--- config.mk ---
export PLATFORM = sky130hd
export DESIGN_NAME = mem_wb_pipe_stage
export DESIGN_NICKNAME = d
export VERILOG_FILES = /design/src/rtl/mips_pkg.sv /design/src/rtl/dmem_handshake_fsm.sv /design/src/rtl/mem_wb_pipe_stage.sv
export SDC_FILE = /design/constraint.sdc
export NUM_CORES = 1
export LEC_CHECK = 0
export ABC_AREA = 0
export ABC_CLOCK_PERIOD_IN_PS = 5650
export BUFFER_PORTS_ARGS = -buffer_cell sky130_fd_sc_hd__buf_4
export CORE_ASPECT_RATIO = 1.75
export CORE_MARGIN = 5
export CORE_UTILIZATION = 30
export CTS_BUF_LIST = sky130_fd_sc_hd__clkbuf_16
export DETAILED_ROUTE_END_ITERATION = 8
export PLACE_DENSITY = 0.58
export SLEW_MARGIN = 20
export SYNTH_ARGS = -nofsm -noshare
export SYNTH_HDL_FRONTEND = slang
export SYNTH_SLANG_ARGS = --single-unit
--- constraint.sdc ---
create_clock -name clk -period 5.65 [get_ports clk]
set_clock_uncertainty 0.2 [all_clocks]
set_input_delay 0.2825 -clock clk [delete_from_list [all_inputs] [get_ports clk]]
set_output_delay 0.2825 -clock clk [all_outputs]
set_load 0.01 [all_outputs]
--- src/rtl/mips_pkg.sv ---
// ============================================================================
// mips_pkg : shared types and constants for the MIPS memory/write-back stage.
// Revision : 1.0
// ============================================================================
`default_nettype none

package mips_pkg;

  typedef enum logic {
    IDLE   = 1'b0,
    ACCESS = 1'b1
  } mem_state_t;

  localparam logic [4:0] REG_ZERO   = 5'd0;
  localparam int         WORD_SHIFT = 2;

  // Register-file write enable; writes to $0 never reach the register file.
  function automatic logic writes_reg(input logic valid,
                                      input logic reg_write,
                                      input logic [4:0] dest);
    return valid & reg_write & (dest != REG_ZERO);
  endfunction

endpackage

`default_nettype wire

--- src/rtl/dmem_handshake_fsm.sv ---
// ============================================================================
// dmem_handshake_fsm : data-memory req/ack sequencer with request latches.
// Revision : 1.0
// ============================================================================
`default_nettype none

module dmem_handshake_fsm
  import mips_pkg::*;
#(
  parameter int DATA_WIDTH = 32,
  parameter int ADDR_WIDTH = 10
) (
  input  logic                  clk,
  input  logic                  reset,
  input  logic                  ex_mem_valid,
  input  logic [DATA_WIDTH-1:0] ex_mem_alu_result,
  input  logic [DATA_WIDTH-1:0] ex_mem_store_data,
  input  logic [4:0]            ex_mem_destination_reg,
  input  logic                  ex_mem_mem_to_reg,
  input  logic                  ex_mem_mem_read,
  input  logic                  ex_mem_mem_write,
  input  logic                  ex_mem_reg_write,
  input  logic                  dmem_ack,
  output logic                  dmem_req,
  output logic                  dmem_we,
  output logic [ADDR_WIDTH-1:0] dmem_addr,
  output logic [DATA_WIDTH-1:0] dmem_wdata,
  output logic                  mem_stall,
  output logic                  pass_through,
  output logic                  access_done,
  output logic [4:0]            lat_dest,
  output logic                  lat_mem_to_reg,
  output logic                  lat_reg_write,
  output logic [DATA_WIDTH-1:0] lat_alu_result
);

  mem_state_t r_state;
  mem_state_t w_next_state;
  logic       w_launch;
  logic       w_stall;
  logic       w_mem_op;

  assign w_mem_op = ex_mem_mem_read | ex_mem_mem_write;

  always_ff @(posedge clk or posedge reset) begin
    if (reset) r_state <= IDLE;
    else       r_state <= w_next_state;
  end

  always_comb begin
    w_next_state = r_state;
    w_launch     = 1'b0;
    w_stall      = 1'b0;
    pass_through = 1'b0;
    access_done  = 1'b0;
    case (r_state)
      IDLE: begin
        if (ex_mem_valid && w_mem_op) begin
          w_launch     = 1'b1;
          w_stall      = 1'b1;
          w_next_state = ACCESS;
        end else if (ex_mem_valid) begin
          pass_through = 1'b1;
        end
      end
      ACCESS: begin
        if (dmem_ack) begin
          access_done  = 1'b1;
          w_next_state = IDLE;
        end else begin
          w_stall = 1'b1;
        end
      end
      default: w_next_state = IDLE;
    endcase
  end

  // Stall is forced low during reset so upstream is never frozen by stale inputs.
  assign mem_stall = w_stall & ~reset;
  // Request is exactly the ACCESS state, so reset withdraws it asynchronously.
  assign dmem_req  = (r_state == ACCESS);

  always_ff @(posedge clk or posedge reset) begin
    if (reset) begin
      dmem_we        <= 1'b0;
      dmem_addr      <= '0;
      dmem_wdata     <= '0;
      lat_dest       <= REG_ZERO;
      lat_mem_to_reg <= 1'b0;
      lat_reg_write  <= 1'b0;
      lat_alu_result <= '0;
    end else if (w_launch) begin
      // Read and write both set resolves to a store.
      dmem_we        <= ex_mem_mem_write;
      dmem_addr      <= ex_mem_alu_result[ADDR_WIDTH+WORD_SHIFT-1:WORD_SHIFT];
      dmem_wdata     <= ex_mem_store_data;
      lat_dest       <= ex_mem_destination_reg;
      lat_mem_to_reg <= ex_mem_mem_to_reg;
      lat_reg_write  <= ex_mem_reg_write;
      lat_alu_result <= ex_mem_alu_result;
    end
  end

endmodule

`default_nettype wire

--- src/rtl/mem_wb_pipe_stage.sv ---
// ============================================================================
// mem_wb_pipe_stage : MIPS MEM stage with MEM/WB register feeding the regfile.
// Revision : 1.0
// ============================================================================
`default_nettype none

module mem_wb_pipe_stage
  import mips_pkg::*;
#(
  parameter int DATA_WIDTH = 32,
  parameter int ADDR_WIDTH = 10
) (
  input  logic                  clk,
  input  logic                  reset,
  input  logic                  ex_mem_valid,
  input  logic [DATA_WIDTH-1:0] ex_mem_alu_result,
  input  logic [DATA_WIDTH-1:0] ex_mem_store_data,
  input  logic [4:0]            ex_mem_destination_reg,
  input  logic                  ex_mem_mem_to_reg,
  input  logic                  ex_mem_mem_read,
  input  logic                  ex_mem_mem_write,
  input  logic                  ex_mem_reg_write,
  output logic                  dmem_req,
  output logic                  dmem_we,
  output logic [ADDR_WIDTH-1:0] dmem_addr,
  output logic [DATA_WIDTH-1:0] dmem_wdata,
  input  logic                  dmem_ack,
  input  logic [DATA_WIDTH-1:0] dmem_rdata,
  output logic                  mem_stall,
  output logic                  mem_wb_valid,
  output logic                  mem_wb_reg_write,
  output logic [4:0]            mem_wb_write_reg_addr,
  output logic [DATA_WIDTH-1:0] mem_wb_write_back_data
);

  logic                  w_pass_through;
  logic                  w_access_done;
  logic [4:0]            w_lat_dest;
  logic                  w_lat_mem_to_reg;
  logic                  w_lat_reg_write;
  logic [DATA_WIDTH-1:0] w_lat_alu_result;

  dmem_handshake_fsm #(
    .DATA_WIDTH (DATA_WIDTH),
    .ADDR_WIDTH (ADDR_WIDTH)
  ) u_fsm (
    .clk                    (clk),
    .reset                  (reset),
    .ex_mem_valid           (ex_mem_valid),
    .ex_mem_alu_result      (ex_mem_alu_result),
    .ex_mem_store_data      (ex_mem_store_data),
    .ex_mem_destination_reg (ex_mem_destination_reg),
    .ex_mem_mem_to_reg      (ex_mem_mem_to_reg),
    .ex_mem_mem_read        (ex_mem_mem_read),
    .ex_mem_mem_write       (ex_mem_mem_write),
    .ex_mem_reg_write       (ex_mem_reg_write),
    .dmem_ack               (dmem_ack),
    .dmem_req               (dmem_req),
    .dmem_we                (dmem_we),
    .dmem_addr              (dmem_addr),
    .dmem_wdata             (dmem_wdata),
    .mem_stall              (mem_stall),
    .pass_through           (w_pass_through),
    .access_done            (w_access_done),
    .lat_dest               (w_lat_dest),
    .lat_mem_to_reg         (w_lat_mem_to_reg),
    .lat_reg_write          (w_lat_reg_write),
    .lat_alu_result         (w_lat_alu_result)
  );

  // Every cycle that neither passes an ALU op nor completes an access is a bubble.
  always_ff @(posedge clk or posedge reset) begin
    if (reset) begin
      mem_wb_valid           <= 1'b0;
      mem_wb_reg_write       <= 1'b0;
      mem_wb_write_reg_addr  <= REG_ZERO;
      mem_wb_write_back_data <= '0;
    end else if (w_pass_through) begin
      mem_wb_valid           <= 1'b1;
      mem_wb_reg_write       <= writes_reg(1'b1, ex_mem_reg_write, ex_mem_destination_reg);
      mem_wb_write_reg_addr  <= ex_mem_destination_reg;
      mem_wb_write_back_data <= ex_mem_alu_result;
    end else if (w_access_done) begin
      mem_wb_valid           <= 1'b1;
      mem_wb_reg_write       <= writes_reg(1'b1, w_lat_reg_write, w_lat_dest);
      mem_wb_write_reg_addr  <= w_lat_dest;
      mem_wb_write_back_data <= w_lat_mem_to_reg ? dmem_rdata : w_lat_alu_result;
    end else begin
      mem_wb_valid     <= 1'b0;
      mem_wb_reg_write <= 1'b0;
    end
  end

endmodule

`default_nettype wire

## Word-level counts from Yosys, hierarchy flattened

Cells that the tools add are included.

- Multiplexer cells: 18
- Bitwise operators: 6
- Reductions and logical operators: 4

Operator list:

| operator | number |
|---|---|
| two-way mux 32 bit | 3 |
| two-way mux 1 bit | 12 |
| two-way mux 5 bit | 2 |
| nonzero test 5 bit | 2 |
| bitwise AND 1 bit | 3 |
| inverter 1 bit | 2 |
| one-hot mux 1 bit (2 select lines) | 1 |
| nonzero test 2 bit | 1 |
| logical AND 1 bit | 1 |
| bitwise OR 1 bit | 1 |

- Bits in registers: 122
- Output and inout bits: 84
- Logic and storage cells: 40

## Longest topological paths before layout

- Depth in word-level cells: 5
- Mapped depth: 6

## Modules after synthesis

From an unflattened synthesis, not the netlist that was laid out.

- Cells, all modules: 383
- Area, all modules: 5391.4 µm²

By module, submodules not included:

| module | instances | cells each | area each (µm²) | sequential area each (µm²) |
|---|---|---|---|---|
| dmem_handshake_fsm | 1 | 173 | 3206.8 | 1826.8 |
| mem_wb_pipe_stage | 1 | 210 | 2184.6 | 975.9 |

## Worst setup path after synthesis

OpenSTA, ideal clock, no wires.

- Kind: register to register
- Start: register u_fsm.r_state (netlist: u_fsm.dmem_req)
- End: register u_fsm.dmem_wdata[0]
- Library setup time: 0.125 ns
- Arrival: 1.503 ns
- Path slack: 3.823 ns
- Stages on the path, launching flop included: 6
- Path buffers: 2
- Clock period less this slack: 1.827 ns
- Cells stage by stage: dfrtp_1 -> nor2b_1 -> o21a_1 -> clkbuf_1 -> buf_2 -> mux2_2

- Cells in the longest elaborated chain, start to end: 1

Ends and longest elaborated chain:

| element | line | source |
|---|---|---|
| start, declared | dmem_handshake_fsm.sv:37 | `mem_state_t r_state;` |
| start signal, assigned | dmem_handshake_fsm.sv:47 | `else r_state <= w_next_state;` |
| two-way mux 1 bit | dmem_handshake_fsm.sv:56 | `case (r_state)` |
| end signal, assigned | dmem_handshake_fsm.sv:96 | `dmem_wdata <= ex_mem_store_data;` |
| end, declared | dmem_handshake_fsm.sv:27 | `output logic [DATA_WIDTH-1:0] dmem_wdata,` |

No other way between the ends.
A chain may end at the register's enable or synchronous reset.

## Worst setup path in the final report

- Start: register u_fsm.r_state (netlist: u_fsm.dmem_req)
- End: register mem_wb_write_back_data[6]

- Cells in the longest elaborated chain, start to end: 2

Ends and longest elaborated chain:

| element | line | source |
|---|---|---|
| two-way mux 1 bit | dmem_handshake_fsm.sv:56 |  |
| two-way mux 32 bit / nonzero test 2 bit (equally long branches) | -- |  |
| end signal, assigned | mem_wb_pipe_stage.sv:82 | `mem_wb_write_back_data <= ex_mem_alu_result;` |
| end signal, assigned | mem_wb_pipe_stage.sv:87 | `mem_wb_write_back_data <= w_lat_mem_to_reg ? dmem_rdata : w_lat_alu_result;` |
| end, declared | mem_wb_pipe_stage.sv:33 | `output logic [DATA_WIDTH-1:0] mem_wb_write_back_data` |

Several ways; a longest one is shown, not always the timed one.

==> reports/results.tsv <==
metric	value	unit
CP Cell Sequence	and2_2 -> nand2b_4 -> o221a_2	
crit path capture type	flop	
clk slew on worst S/H paths	70	ps
Routed wire per std cell	17.8	µm
WL final	14000	µm
most common cell after layout, fill and taps aside	buf_4	
remaining global-route overflow	0	
Area growth, synth to finish	52.0	%
biggest regs	mem_wb_write_back_data: 32 flops, u_fsm.dmem_wdata: 32 flops, u_fsm.lat_alu_result: 32 flops	
Post-Syn Area	0.00482	mm²
final setup violation count	0	
Startpoint Class	flop	
largest net degree at the start of global routing	71	
row count	61	
Pre-Repair DR Iteration Count	4	
Top Ports	193	
Global Route Usage Sum	0.149	
Post-Syn Instances	346	
die height	178	µm
initial drt markers	94	
ANT cells	0	
period utilisation layout	0.425	
DIE AREA	0.0188	mm²
Hold WS	59.8	ps
CTS tree	yes	
largest delay contributor family on the critical path	simple AND/OR/NAND/NOR gates	
Slew Viols, Final	0	
syn nets	455	
top cell type by total area after synthesis	dfrtp_1	
Leak	3.34	nW
RD Place Congestion	0.741	
first-pass GRT wire length	22100	µm
Seq/Total Area, Yosys	0.582	
max_cap viols	0	
RSZ-0062 raised after global routing	no	
Clock Latency Late Sink	340	ps
run status	finished, final reports clean	
Hold Violations, Final	0	
Slew headroom	0.290	
Pwr Density	357	mW/mm²
share of Yosys cell area claimed by the top area cell type	0.582	
number of gates resized after CTS	0	
fillcell total	1446	
kind of critical path	flop to flop	
CP required	5720	ps
vias in the first global route	4294	
Peak VDD IR	0.155	mV
HPWL after DPL	9280	µm
CTS Buf Count	9	
clock period minus worst slack	2400	ps
synth unique cells	25	
clock sinks	112	
Port Buffer Count	192	
clk root buf	clkbuf_16	
Initial Util	0.303	
most frequent cells in the layout	buf_4, dfrtp_1, dlygate4sd3_1	
Fmax	417	MHz
top cells by area, synth	dfrtp_1, mux2_2, o221a_2	
fraction of layout cells with a size suffix above 1	0.527	
die width	106	µm
maximum fanout along the worst path	39	
Critical path buffers and inverters	0	
CTS H-tree depth	3	
Tightest Hold Check Type	input pin to flop	
crit-path max cell delay	780	ps
Crit path arrival time	2470	ps
Seq cells post-synth	112	
vias per inst	4.85	
Longest Clk Path Bufs	2	
initial antenna violation count	0	
Least-Margin Pin Slew	1070	ps
total number of vias	3809	
Avg Inst Size Synth	13.9	µm²
Synth warnings	0	
slowest stage cell on the critical path	and2_2	
ANT nets after route	0	
Remaining DRCs	0	
Final TNS setup	0	ps
final-stage net count	700	
Core Footprint	0.0159	mm²
==> cells by family (layout without fill, tap and decap cells) <==
family | count (synthesis) | count (layout) | synth area share
flops | 112 | 112 | 0.582
mux | 103 | 103 | 0.232
compound gates | 48 | 48 | 0.0964
simple gates | 43 | 43 | 0.0410
buf+inv | 40 | 290 | 0.0483
==> cell type report <==
cell class	count	area (µm²)	share of cell area
clock buffer	9	225	0.0308
clock inverter	7	46.3	0.00632
inverter	6	25.0	0.00342
multi-input combinational	194	1790	0.245
sequential	112	2800	0.383
tap	189	236	0.0323
timing repair buffer	268	2190	0.300
==> per-layer routing <==
metal	part of all wire	global-route usage
met5	0	0
met4	0.029	0.0594
met3	0.057	0.0397
met2	0.54	0.278
met1	0.37	0.157
==> through the flow <==
stage,utilization,power (mW),setup WS [ps],instances,cell area [µm²]
floorplan,-,1.60,2210,346,4820
global placement,0.398,1.98,3260,696,6320
detailed placement,0.398,2.01,3220,696,6320
CTS,0.461,2.66,3210,785,7320
global route,0.461,2.77,3080,785,7320
finish,0.461,2.61,3250,785,7320
==> what timing repair did <==
action | in CTS | in global routing
endpoints found under the hold margin | 122 | 0
setup buffers | 0 | 0
hold buffers | 73 | 0
==> cell usage after synthesis, drive strengths merged <==
library cell    n
dfrtp         112
mux2           71
nand2          35
mux2i          32
o221a          32
buf            28
clkbuf          6
inv             6
o21ai           6
a22oi           5
nand2b          2
o211ai          2
or4             2
a21oi           1
a22o            1
and2            1
nor2b           1
nor4b           1
o21a            1
or4b            1
==> tightest hold or removal path: stages <==
cell      delay [ps]
buf_4             80
nand2b_1         130
nand2_1           60
==> path summary, 6_finish.rpt <==
check / start / end / slack, ps / depth (start not counted)
setup / recovery: u_fsm.dmem_req$_DFF_PP0_ / mem_wb_write_back_data[6]$_DFFE_PP0P_ / 3250 / 3
hold / removal: dmem_ack / u_fsm.dmem_req$_DFF_PP0_ / 60 / 3
setup reg to reg: u_fsm.dmem_req$_DFF_PP0_ / mem_wb_write_back_data[6]$_DFFE_PP0P_ / 3250 / 3
hold reg to reg: u_fsm.lat_alu_result[29]$_DFFE_PP0P_ / u_fsm.lat_alu_result[29]$_DFFE_PP0P_ / 310 / 1
max in group asynchronous: reset / u_fsm.lat_mem_to_reg$_DFFE_PP0P_ / 3460 / 4
min in group asynchronous: reset / u_fsm.dmem_wdata[4]$_DFFE_PP0P_ / 400 / 3
==> report_power, final <==
group | internal [mW] | switching [mW]
registers | 1.02 | 0.166
logic | 0.514 | 0.323
clock network | 0.300 | 0.292
(Power assumes the default switching activity.)
